### config.mk
export PLATFORM = sky130hd
export DESIGN_NAME = multi_dataflow_out_packer
export DESIGN_NICKNAME = d
export VERILOG_FILES = /design/src/rtl/multi_dataflow_out_packer.sv
export SDC_FILE = /design/constraint.sdc
export NUM_CORES = 1
export LEC_CHECK = 0
export CAP_MARGIN = 10
export CORE_MARGIN = 3
export CORE_UTILIZATION = 50
export CTS_BUF_LIST = sky130_fd_sc_hd__clkbuf_8
export DETAILED_ROUTE_END_ITERATION = 7
export PLACE_DENSITY = 0.91
export SLEW_MARGIN = 20
export SYNTH_ARGS = -nofsm -noshare
export SYNTH_HDL_FRONTEND = slang
export SYNTH_SLANG_ARGS = --single-unit
### constraint.sdc
create_clock -name clk_i -period 6.5 [get_ports clk_i]
set_clock_uncertainty 0.15 [all_clocks]
set_input_delay 1.625 -clock clk_i [delete_from_list [all_inputs] [get_ports clk_i]]
set_output_delay 1.625 -clock clk_i [all_outputs]
set_load 0.05 [all_outputs]
### src/rtl/multi_dataflow_out_packer.sv
// multi_dataflow_out_packer
// Packs a stream of PEL_WIDTH-bit pixels (one per input beat) into words of
// LANES pixels, little-endian (first pixel in lane 0). The last word of a
// frame may be partial; its strobe marks only the filled lanes and the
// unfilled data lanes are zero.
//
// Optional build feature: define MULTI_DATAFLOW_PACKER_STATS_EN to build the
// output back-pressure counter behind stall_cycles_o. Without the macro that
// port is tied to zero and no counter exists.
//
// A word commit and an output handshake may coincide in the same cycle, so
// the output register is refilled back-to-back without a bubble.
//
// clear_i behaves as a synchronous reset. While it is high, pel_ready_o is
// held low so that no pixel is lost to the abort, and done_o is suppressed.

module multi_dataflow_out_packer #(
    parameter int PEL_WIDTH = 8,
    parameter int LANES     = 4,
    parameter int CNT_WIDTH = 32
) (
    input  logic                         clk_i,
    input  logic                         rst_ni,
    input  logic                         clear_i,
    input  logic                         start_i,
    input  logic [CNT_WIDTH-1:0]         cfg_len_i,
    input  logic                         pel_valid_i,
    output logic                         pel_ready_o,
    input  logic [31:0]                  pel_data_i,
    output logic                         word_valid_o,
    input  logic                         word_ready_i,
    output logic [PEL_WIDTH*LANES-1:0]   word_data_o,
    output logic [LANES-1:0]             word_strb_o,
    output logic                         done_o,
    output logic [CNT_WIDTH-1:0]         cnt_words_o,
    output logic [CNT_WIDTH-1:0]         stall_cycles_o
);

    localparam int WORD_W = PEL_WIDTH * LANES;
    localparam int LIDX_W = (LANES > 1) ? $clog2(LANES) : 1;

    typedef enum logic [1:0] {
        IDLE  = 2'd0,
        PACK  = 2'd1,
        DRAIN = 2'd2
    } state_t;

    state_t                 r_state;
    state_t                 w_stateNext;

    logic [CNT_WIDTH-1:0]   r_remain;
    logic [LIDX_W-1:0]      r_lane;
    logic [WORD_W-1:0]      r_accData;
    logic [LANES-1:0]       r_accStrb;

    logic                   r_wordValid;
    logic [WORD_W-1:0]      r_wordData;
    logic [LANES-1:0]       r_wordStrb;

    logic                   r_zeroDone;
    logic [CNT_WIDTH-1:0]   r_cntWords;

    logic                   w_startAcc;
    logic                   w_pelReady;
    logic                   w_inFire;
    logic                   w_outFire;
    logic                   w_lastPel;
    logic                   w_lastLane;
    logic                   w_commit;
    logic                   w_doneDrain;
    logic [WORD_W-1:0]      w_mergedData;
    logic [LANES-1:0]       w_mergedStrb;

    // Upper input bits beyond the pixel width are intentionally ignored.
    generate
        if (PEL_WIDTH < 32) begin : g_unusedBits
            logic w_unusedPelBits;
            assign w_unusedPelBits = ^pel_data_i[31:PEL_WIDTH];
        end
    endgenerate

    // start_i is only honoured in IDLE; elsewhere it is ignored.
    assign w_startAcc  = (r_state == IDLE) && start_i;

    // Input is accepted only while packing and the output register can take
    // a word this cycle (empty, or being drained by the sink right now).
    assign w_pelReady  = (r_state == PACK) && !clear_i &&
                         (!r_wordValid || word_ready_i);
    assign w_inFire    = pel_valid_i && w_pelReady;
    assign w_outFire   = r_wordValid && word_ready_i;

    assign w_lastPel   = (r_remain == CNT_WIDTH'(1));
    assign w_lastLane  = (r_lane == LIDX_W'(LANES - 1));
    assign w_commit    = w_inFire && (w_lastLane || w_lastPel);

    // The completion handshake of the final word reports done combinationally.
    assign w_doneDrain = (r_state == DRAIN) && w_outFire && !clear_i;

    // Merge the incoming pixel into its lane of the accumulator.
    always_comb begin
        w_mergedData = r_accData;
        w_mergedStrb = r_accStrb;
        for (int l = 0; l < LANES; l++) begin
            if (r_lane == LIDX_W'(l)) begin
                w_mergedData[l*PEL_WIDTH +: PEL_WIDTH] = pel_data_i[PEL_WIDTH-1:0];
                w_mergedStrb[l] = 1'b1;
            end
        end
    end

    // Next-state logic for the frame sequencer.
    always_comb begin
        w_stateNext = r_state;
        case (r_state)
            IDLE: begin
                if (start_i && (cfg_len_i != '0)) begin
                    w_stateNext = PACK;
                end
            end
            PACK: begin
                if (w_commit && w_lastPel) begin
                    w_stateNext = DRAIN;
                end
            end
            DRAIN: begin
                if (w_outFire) begin
                    w_stateNext = IDLE;
                end
            end
            default: begin
                w_stateNext = IDLE;
            end
        endcase
    end

    // State register; clear returns straight to IDLE.
    always_ff @(posedge clk_i or negedge rst_ni) begin
        if (!rst_ni) begin
            r_state <= IDLE;
        end else if (clear_i) begin
            r_state <= IDLE;
        end else begin
            r_state <= w_stateNext;
        end
    end

    // Remaining-pixel counter, loaded at start and decremented per pixel.
    always_ff @(posedge clk_i or negedge rst_ni) begin
        if (!rst_ni) begin
            r_remain <= '0;
        end else if (clear_i) begin
            r_remain <= '0;
        end else if (w_startAcc) begin
            r_remain <= cfg_len_i;
        end else if (w_inFire && (r_remain != '0)) begin
            r_remain <= r_remain - CNT_WIDTH'(1);
        end
    end

    // Lane index and accumulator; emptied on every commit so no lane data
    // can leak from one word or frame into the next.
    always_ff @(posedge clk_i or negedge rst_ni) begin
        if (!rst_ni) begin
            r_lane    <= '0;
            r_accData <= '0;
            r_accStrb <= '0;
        end else if (clear_i || w_startAcc) begin
            r_lane    <= '0;
            r_accData <= '0;
            r_accStrb <= '0;
        end else if (w_inFire) begin
            r_lane <= w_lastLane ? '0 : (r_lane + LIDX_W'(1));
            if (w_commit) begin
                r_accData <= '0;
                r_accStrb <= '0;
            end else begin
                r_accData <= w_mergedData;
                r_accStrb <= w_mergedStrb;
            end
        end
    end

    // Output word register; holds while stalled, refills on commit.
    always_ff @(posedge clk_i or negedge rst_ni) begin
        if (!rst_ni) begin
            r_wordValid <= 1'b0;
            r_wordData  <= '0;
            r_wordStrb  <= '0;
        end else if (clear_i) begin
            r_wordValid <= 1'b0;
            r_wordData  <= '0;
            r_wordStrb  <= '0;
        end else if (w_commit) begin
            r_wordValid <= 1'b1;
            r_wordData  <= w_mergedData;
            r_wordStrb  <= w_mergedStrb;
        end else if (w_outFire) begin
            r_wordValid <= 1'b0;
            r_wordData  <= '0;
            r_wordStrb  <= '0;
        end
    end

    // Zero-length frames complete one cycle after their start.
    always_ff @(posedge clk_i or negedge rst_ni) begin
        if (!rst_ni) begin
            r_zeroDone <= 1'b0;
        end else begin
            r_zeroDone <= !clear_i && w_startAcc && (cfg_len_i == '0);
        end
    end

    // Words handshaken in the current frame, saturating.
    always_ff @(posedge clk_i or negedge rst_ni) begin
        if (!rst_ni) begin
            r_cntWords <= '0;
        end else if (clear_i || w_startAcc) begin
            r_cntWords <= '0;
        end else if (w_outFire && (r_cntWords != '1)) begin
            r_cntWords <= r_cntWords + CNT_WIDTH'(1);
        end
    end

`ifdef MULTI_DATAFLOW_PACKER_STATS_EN
    logic [CNT_WIDTH-1:0] r_stallCycles;

    // Cycles where a word waits on the sink, saturating.
    always_ff @(posedge clk_i or negedge rst_ni) begin
        if (!rst_ni) begin
            r_stallCycles <= '0;
        end else if (clear_i || w_startAcc) begin
            r_stallCycles <= '0;
        end else if (r_wordValid && !word_ready_i && (r_stallCycles != '1)) begin
            r_stallCycles <= r_stallCycles + CNT_WIDTH'(1);
        end
    end

    assign stall_cycles_o = r_stallCycles;
`else
    assign stall_cycles_o = '0;
`endif

    assign pel_ready_o  = w_pelReady;
    assign word_valid_o = r_wordValid;
    assign word_data_o  = r_wordData;
    assign word_strb_o  = r_wordStrb;
    assign done_o       = w_doneDrain || r_zeroDone;
    assign cnt_words_o  = r_cntWords;

endmodule
Yosys cells after proc, flatten, opt, wreduce, memory -nomap -nowiden. Index checks and enable logic that the tools add are counted.

Muxes and demuxes: 36. Equality and inequality tests: 10. Reductions and logical operators: 30. Add/sub/neg operators: 3.

Operators by type and width (number): 32-bit two-way mux (11); 32-bit nonzero test (2); 32-bit by 1-bit adder with 32-bit output, second input constant (1); 32-bit by 1-bit == test with 1-bit output, second input constant (1); 32-bit logical NOT (1); 8-bit two-way mux (4); 32-bit != test, second input constant (1); 32-bit by 1-bit subtractor with 32-bit output, second input constant (1); 4-bit two-way mux (6); 1-bit logical AND (14); 2-bit two-way mux (7); 1-bit two-way mux (7); 2-bit == test, second input constant (3); 3-bit by 2-bit != test with 1-bit output, second input constant (2); 2-bit one-hot mux with 3 select lines (1); 3-bit nonzero test (2); 2-bit by 1-bit == test with 1-bit output, second input constant (2); 2-bit logical NOT (2); 1-bit logical OR (4); 2-bit nonzero test (2); 3-bit != test, second input constant (1); 3-bit AND reduction (1); 2-bit by 1-bit adder with 2-bit output, second input constant (1); 1-bit logical NOT (2).

Flip-flop bits (word level): 142. Output and inout bits: 103. Word-level logic and storage cells: 89.

Longest topological paths before layout. Gate-level depths: netlist of run 1.

Depth after elaboration: 9. Depth in mapped cells: 9. Depth with buffers taken out: 7.

Worst setup path after synthesis of run 1. OpenSTA, ideal clock, no wires.

Path kind: input port to output port. From: input port clear_i. To: output port done_o. Stages: 3. Arrival: 2.412 ns. Required time: 4.725 ns. Slack: 2.313 ns. Cell sequence: clkbuf_1 nor3b_1 a21o_1.

Word-level cells in the longest chain between the ends: 3.

Ends and longest elaborated chain: start, declared (line 24) `input logic clear_i,`; 1-bit logical NOT (line 97) `assign w_doneDrain = (r_state == DRAIN) && w_outFire && !clear_i;`; 1-bit logical AND (line 97); 1-bit logical OR (line 247) `assign done_o = w_doneDrain || r_zeroDone;`; end, declared (line 34) `output logic done_o,`.

No other way between the ends.

Final worst setup path of run 1. Same ends and word-level chain as after synthesis.

==> key figures, run 1 <==
Pwr
  – Reg power frac: 47.8%
  – Internal: 1.32 mW
  – Sw frac: 33.4%
  – Psw: 0.662 mW
  – Maximum vdd drop: 0.165 mV
  – Pwr dens: 214 nW/um^2
  – Combinational share of power: 19.8%
  – Clock group share of total power: 32.3%
  – Design Power: 1.98 mW
  – Leak Pwr: 3.80 nW

GRT
  – First-pass GRT wire length: 32400 microns
  – Gr ovfl total: 0
  – Vias in the first global route: 6305
  – GR Util All Layers: 23.7%
  – Met2 Track Usage GR: 36.1%
  – Met3 Usage GRT: 5.24%
  – GR Layer Usage met1: 33.5%
  – Antenna violations before repair: 0
  – Pin count of the biggest net entering global routing: 88
  – Most Crowded Layer GR: met2

Routing
  – Drt drc: 0
  – Routed len/inst: 19.1 microns
  – Via density: 6.37
  – Post-DRT Antenna Nets: 0
  – Iteration-0 DRC Markers: 812
  – Via Count: 6805
  – Drt pass-1 iters: 6
  – Drt total wl: 20400 microns

Clocking
  – Postcts setup bufs: 0
  – Clk sinks: 142
  – CTS Hold Bufs: 0
  – Post-CTS Resized: 0
  – Clk_lat worst skew: 0.46 ns
  – Reg clk slew, reported paths: 0.08 ns
  – Total CTS buffers: 17
  – Clock buffer depth: 2
  – TritonCTS clock tree: yes
  – H-Tree Depth: 4
  – Clock root buffer: clkbuf_8

Finish
  – Syn-to-layout area delta: 18.8%
  – Ant diodes: 0
  – Multi-input logic area: 3860 sq um
  – Finished Layout Cells: 1069
  – Share of layout cells above drive strength 1: 7.46%
  – Reg area: 3550 sq um
  – Nets: 950
  – Fill cells: 1206

Place
  – Dpl cells: 1038
  – Buffers added on ports: 116
  – Routability cong.: 0.906
  – DP Wirelength: 13500 microns

Floorplan
  – Die width: 131 microns
  – DIE AREA: 17100 sq um
  – Core area: 14900 sq um
  – IO Count: 173
  – Die height: 131 microns
  – Rows: 44
  – Initial core utilization: 52.4%

STA
  – Final Hold Fails: 0
  – Post-route setup TNS: 0 ns
  – Tmin final: 5.35 ns
  – Final setup violation count: 0
  – RSZ-0062 raised after global routing: no
  – Slew Limit Fails: 0
  – Fin Hold WS: 0.357 ns
  – Slew at the pin closest to its max-slew limit: 1.03 ns
  – Period utilisation layout: 82.4%
  – Slew margin rel.: 30.6%
  – Fmax: 187 MHz

Logic synthesis
  – Yosys reg bits: 142
  – Yosys warning count: 0
  – Post-Syn Area per Cell: 9.99 sq um
  – Synth top cells by count: dfrtp_1, nand2_1, mux2i_1
  – Area leader, netlist: dfrtp_1
  – Number of synthesized flops with an enable pin: 0
  – Top FF cell, synth: dfrtp_1
  – Cell Area, Synth: 7790 sq um
  – Gate Count Post-Synth: 780
  – Synth top area share: 45.6%
  – Top-count cell post-synth: dfrtp_1
  – Register area share after synthesis: 45.6%
  – Post-synth ARST share: 100%
  – Synth area leaders: dfrtp_1, mux2i_1, nand2_1
  – Synth cell types: 71

Worst setup path
  – Worst Path Arrival: 3.58 ns
  – Worst setup EP type: output pin
  – Crit path kind: in2out
  – Critical path startpoint category: input pin
  – WP data required: 4.72 ns
  – CP max FO: 8

Hold path
  – HP Class: reg2reg

Run status
  – Status: finished clean

Flow run
  – Max cap viols: 0
==> power by group through the flow <==
stage	sequential, mW	clock, mW	combinational [mW]
after floorplan	0.954	0	0.288
after global placement	0.961	0	0.373
after detailed placement	0.963	0	0.381
after CTS	0.946	0.650	0.383
after global routing	0.952	0.684	0.428
final	0.948	0.641	0.393
==> worst max-delay path, stage by stage <==
cell	delay (ns)
clkdlybuf4s50_1	0.58
nor3b_1	0.35
a21o_1	0.21
clkdlybuf4s50_1	0.81
==> routing by layer <==
layer	vias up	routed length, microns
met3	55	1580
met1	3289	8820
li1	3089	-
met5	-	0
met4	0	486
met2	372	9550
==> through the flow <==
stage,area (sq um),setup slack (ns),utilization [%]
floorplan,7910,2.31,-
global placement,8880,1.23,59.7
detailed placement,8880,1.20,59.7
CTS,9230,1.16,62.1
global route,9250,1.04,62.3
finish,9250,1.15,62.3
==> area by class of cell <==
cell class / count / area share, %
inverter: 11 / 0.446
clock buffer: 19 / 2.83
sequential: 142 / 38.4
multi-input combinational: 577 / 41.7
timing repair buffer: 124 / 13.2
tap: 184 / 2.49
clock inverter: 12 / 0.960
==> final timing paths <==
check / cells after the start / startpoint / endpoint / slack, ns
max in group asynchronous: 2 / rst_ni / r_remain[20] / 3.89
worst min-delay path: 1 / r_accData[21] / r_accData[21] / 0.36
min in group asynchronous: 1 / rst_ni / word_data_o[11] / 1.07
worst max register to register: 5 / r_remain[20] / r_remain[16] / 2.88
worst min register to register: 1 / r_accData[21] / r_accData[21] / 0.36
worst max-delay path: 4 / clear_i / done_o / 1.15
==> cells by family (layout without fill, tap and decap cells) <==
family	after synthesis	count (layout)	share of synthesized area [%]
adder cells (fa/ha/maj)	7	7	1.12
buffers and inverters	92	166	6.86
AO/OA/AOI/OAI	193	193	18.0
flip-flops	142	142	45.6
other	1	32	0.0481
AND/OR/NAND/NOR	272	272	19.0
XOR/XNOR	6	6	0.675
multiplexers	67	67	8.61
==> registers in the layout (all words and copies together) (netlist names) <==
signal and cells:
r_remain 32, r_accData 32, word_valid_o 1, word_strb_o 4
cnt_words_o 32, r_accStrb 4, r_state 2, r_zeroDone 1
word_data_o 32, r_lane 2
==> layout by cell type, fill, tap and decap left out, drive strengths merged, types with 5 or more instances in the layout <==
cell / n
a22o: 28
a32o: 5
o31ai: 17
or3: 23
nor4: 22
clkbuf: 19
or2: 6
o311ai: 5
clkinv: 5
a21oi: 26
or4: 17
o21ai: 39
buf: 9
a31oi: 7
dfrtp: 142
nand3: 17
nor2: 38
mux2i: 67
and2: 6
o22ai: 8
nand2: 73
nand4: 17
and4: 6
and3: 17
o41ai: 6
a22oi: 9
o211ai: 6
ha: 7
conb: 32
inv: 15
clkdlybuf4s50: 115
o2bb2ai: 7
nor3: 18
xnor2: 5
Power figures use the tool's default switching activity.
==> run 2, diff against run 1 <==
clock period = 5.6 ns   (was 6.5 ns; I/O delays follow)
==> key figures, run 2 (synthesis results as in run 1) <==
Worst setup path
  – WP data required: 4.05 ns
  – Worst Path Arrival: 3.28 ns
  – Worst setup EP type: output pin
  – CP dominant cell by count: clkdlybuf4s50_1
  – Critical path startpoint category: input pin
  – Crit path kind: in2out
  – CP cell instances: clkdlybuf4s50_1 -> nor3b_1 -> a21o_1 -> clkdlybuf4s50_1
  – Worst path slowest cell: clkdlybuf4s50_1
  – CP max stage delay: 0.81 ns
  – CP max FO: 8

Clocking
  – Clk sinks: 142
  – H-Tree Depth: 4
  – Total CTS buffers: 17
  – CTS Hold Bufs: 0
  – TritonCTS clock tree: yes
  – Post-CTS Resized: 0
  – Clk_lat worst skew: 0.47 ns
  – Reg clk slew, reported paths: 0.08 ns
  – Clock root buffer: clkbuf_8
  – Clock buffer depth: 2
  – Postcts setup bufs: 0

Finish
  – Syn-to-layout area delta: 19.7%
  – Reg area: 3550 sq um
  – Fill cells: 1152
  – Share of layout cells above drive strength 1: 7.55%
  – Ant diodes: 0
  – Multi-input logic area: 3850 sq um
  – Commonest non-fill, non-tap cell in the layout: dfrtp_1
  – Nets: 951
  – Most frequent cells in the layout: dfrtp_1, clkdlybuf4s50_1, nand2_1, mux2i_1, o21ai_0
  – Finished Layout Cells: 1071

Hold path
  – HP Class: reg2reg

STA
  – Slew at the pin closest to its max-slew limit: 1.09 ns
  – Period utilisation layout: 86.3%
  – RSZ-0062 raised after global routing: no
  – Final Hold Fails: 0
  – Post-route setup TNS: 0 ns
  – Tmin final: 4.83 ns
  – Fmax: 207 MHz
  – Slew margin rel.: 26.6%
  – Slew Limit Fails: 0
  – Final setup violation count: 0

Run status
  – Status: finished clean

Floorplan
  – IO Count: 173
  – Die height: 131 microns
  – Die width: 131 microns
  – Initial core utilization: 52.4%
  – Core area: 14900 sq um
  – DIE AREA: 17100 sq um
  – Rows: 44

Pwr
  – Pwr dens: 261 nW/um^2
  – Maximum vdd drop: 0.151 mV
  – Leak Pwr: 3.83 nW

Routing
  – Via Count: 6889
  – Via density: 6.43
  – Post-DRT Antenna Nets: 0
  – Routed len/inst: 19.4 microns
  – Drt total wl: 20700 microns
  – Iteration-0 DRC Markers: 931
  – Drt pass-1 iters: 8
  – Drt drc: 0

Flow run
  – Max cap viols: 0

GRT
  – First-pass GRT wire length: 33100 microns
  – Pin count of the biggest net entering global routing: 106
  – GR Util All Layers: 24.3%
  – Antenna violations before repair: 0
  – Vias in the first global route: 6511
  – Gr ovfl total: 0

Place
  – Routability cong.: 0.892
  – Buffers added on ports: 116
  – DP Wirelength: 13800 microns
  – Dpl cells: 1039
run 2: changes by cell type in the layout (fill, tap and decap cells not counted), sizes merged:
cell	before	now
bufinv	0	2
buf	9	10
inv	15	14
run 2: stage by stage:
step                      setup slack (ns)  power, mW  cell area (sq um)  util [%]  hold WS (ns)
after global placement               0.781       1.55               8880      59.8         0.331
final                                0.765       2.43               9320      62.7         0.357
after global routing                 0.686       2.52               9320      62.7         0.368
after CTS                            0.760       2.42               9300      62.6         0.357
after detailed placement             0.773       1.56               8880      59.8         0.330
after floorplan                       1.86       1.44               7910         -         0.312
run 2: where the power goes:
group | switching (mW) | internal [mW]
clock network | 0.442 | 0.429
registers | 0.0422 | 1.06
logic | 0.314 | 0.145
run 2: critical path: cells and delay by family:
kind | cells | cell delay [ns]
buffers and inverters | 2 | 1.38
AND/OR/NAND/NOR | 1 | 0.32
AO/OA/AOI/OAI | 1 | 0.19
run 2: layout make-up:
class                      count  share of cell area (%)
timing repair buffer         125                    13.2
multi-input combinational    577                    41.3
clock inverter                13                    1.69
clock buffer                  19                    2.81
inverter                      11                   0.443
sequential                   142                    38.1
tap                          184                    2.47
run 2: worst paths after layout:
path	slack, ns	cells past startpoint	start	endpoint
max in group asynchronous	3.31	2	rst_ni	r_accData[8]
setup reg to reg	2.03	5	r_remain[20]	r_remain[27]
hold / removal	0.36	1	r_accData[9]	r_accData[9]
hold reg to reg	0.36	1	r_accData[9]	r_accData[9]
setup / recovery	0.77	4	clear_i	done_o
min in group asynchronous	0.92	1	rst_ni	word_data_o[12]
run 2: metal layers:
| layer | vias to the layer above | GRT usage, % | part of all wire [%] |
|---|---|---|---|
| li1 | 3083 | - | - |
| met1 | 3325 | 33.2 | 41 |
| met2 | 422 | 37.0 | 47 |
| met3 | 59 | 5.65 | 8.4 |
| met4 | 0 | 10.7 | 3.0 |
| met5 | - | 0 | 0 |
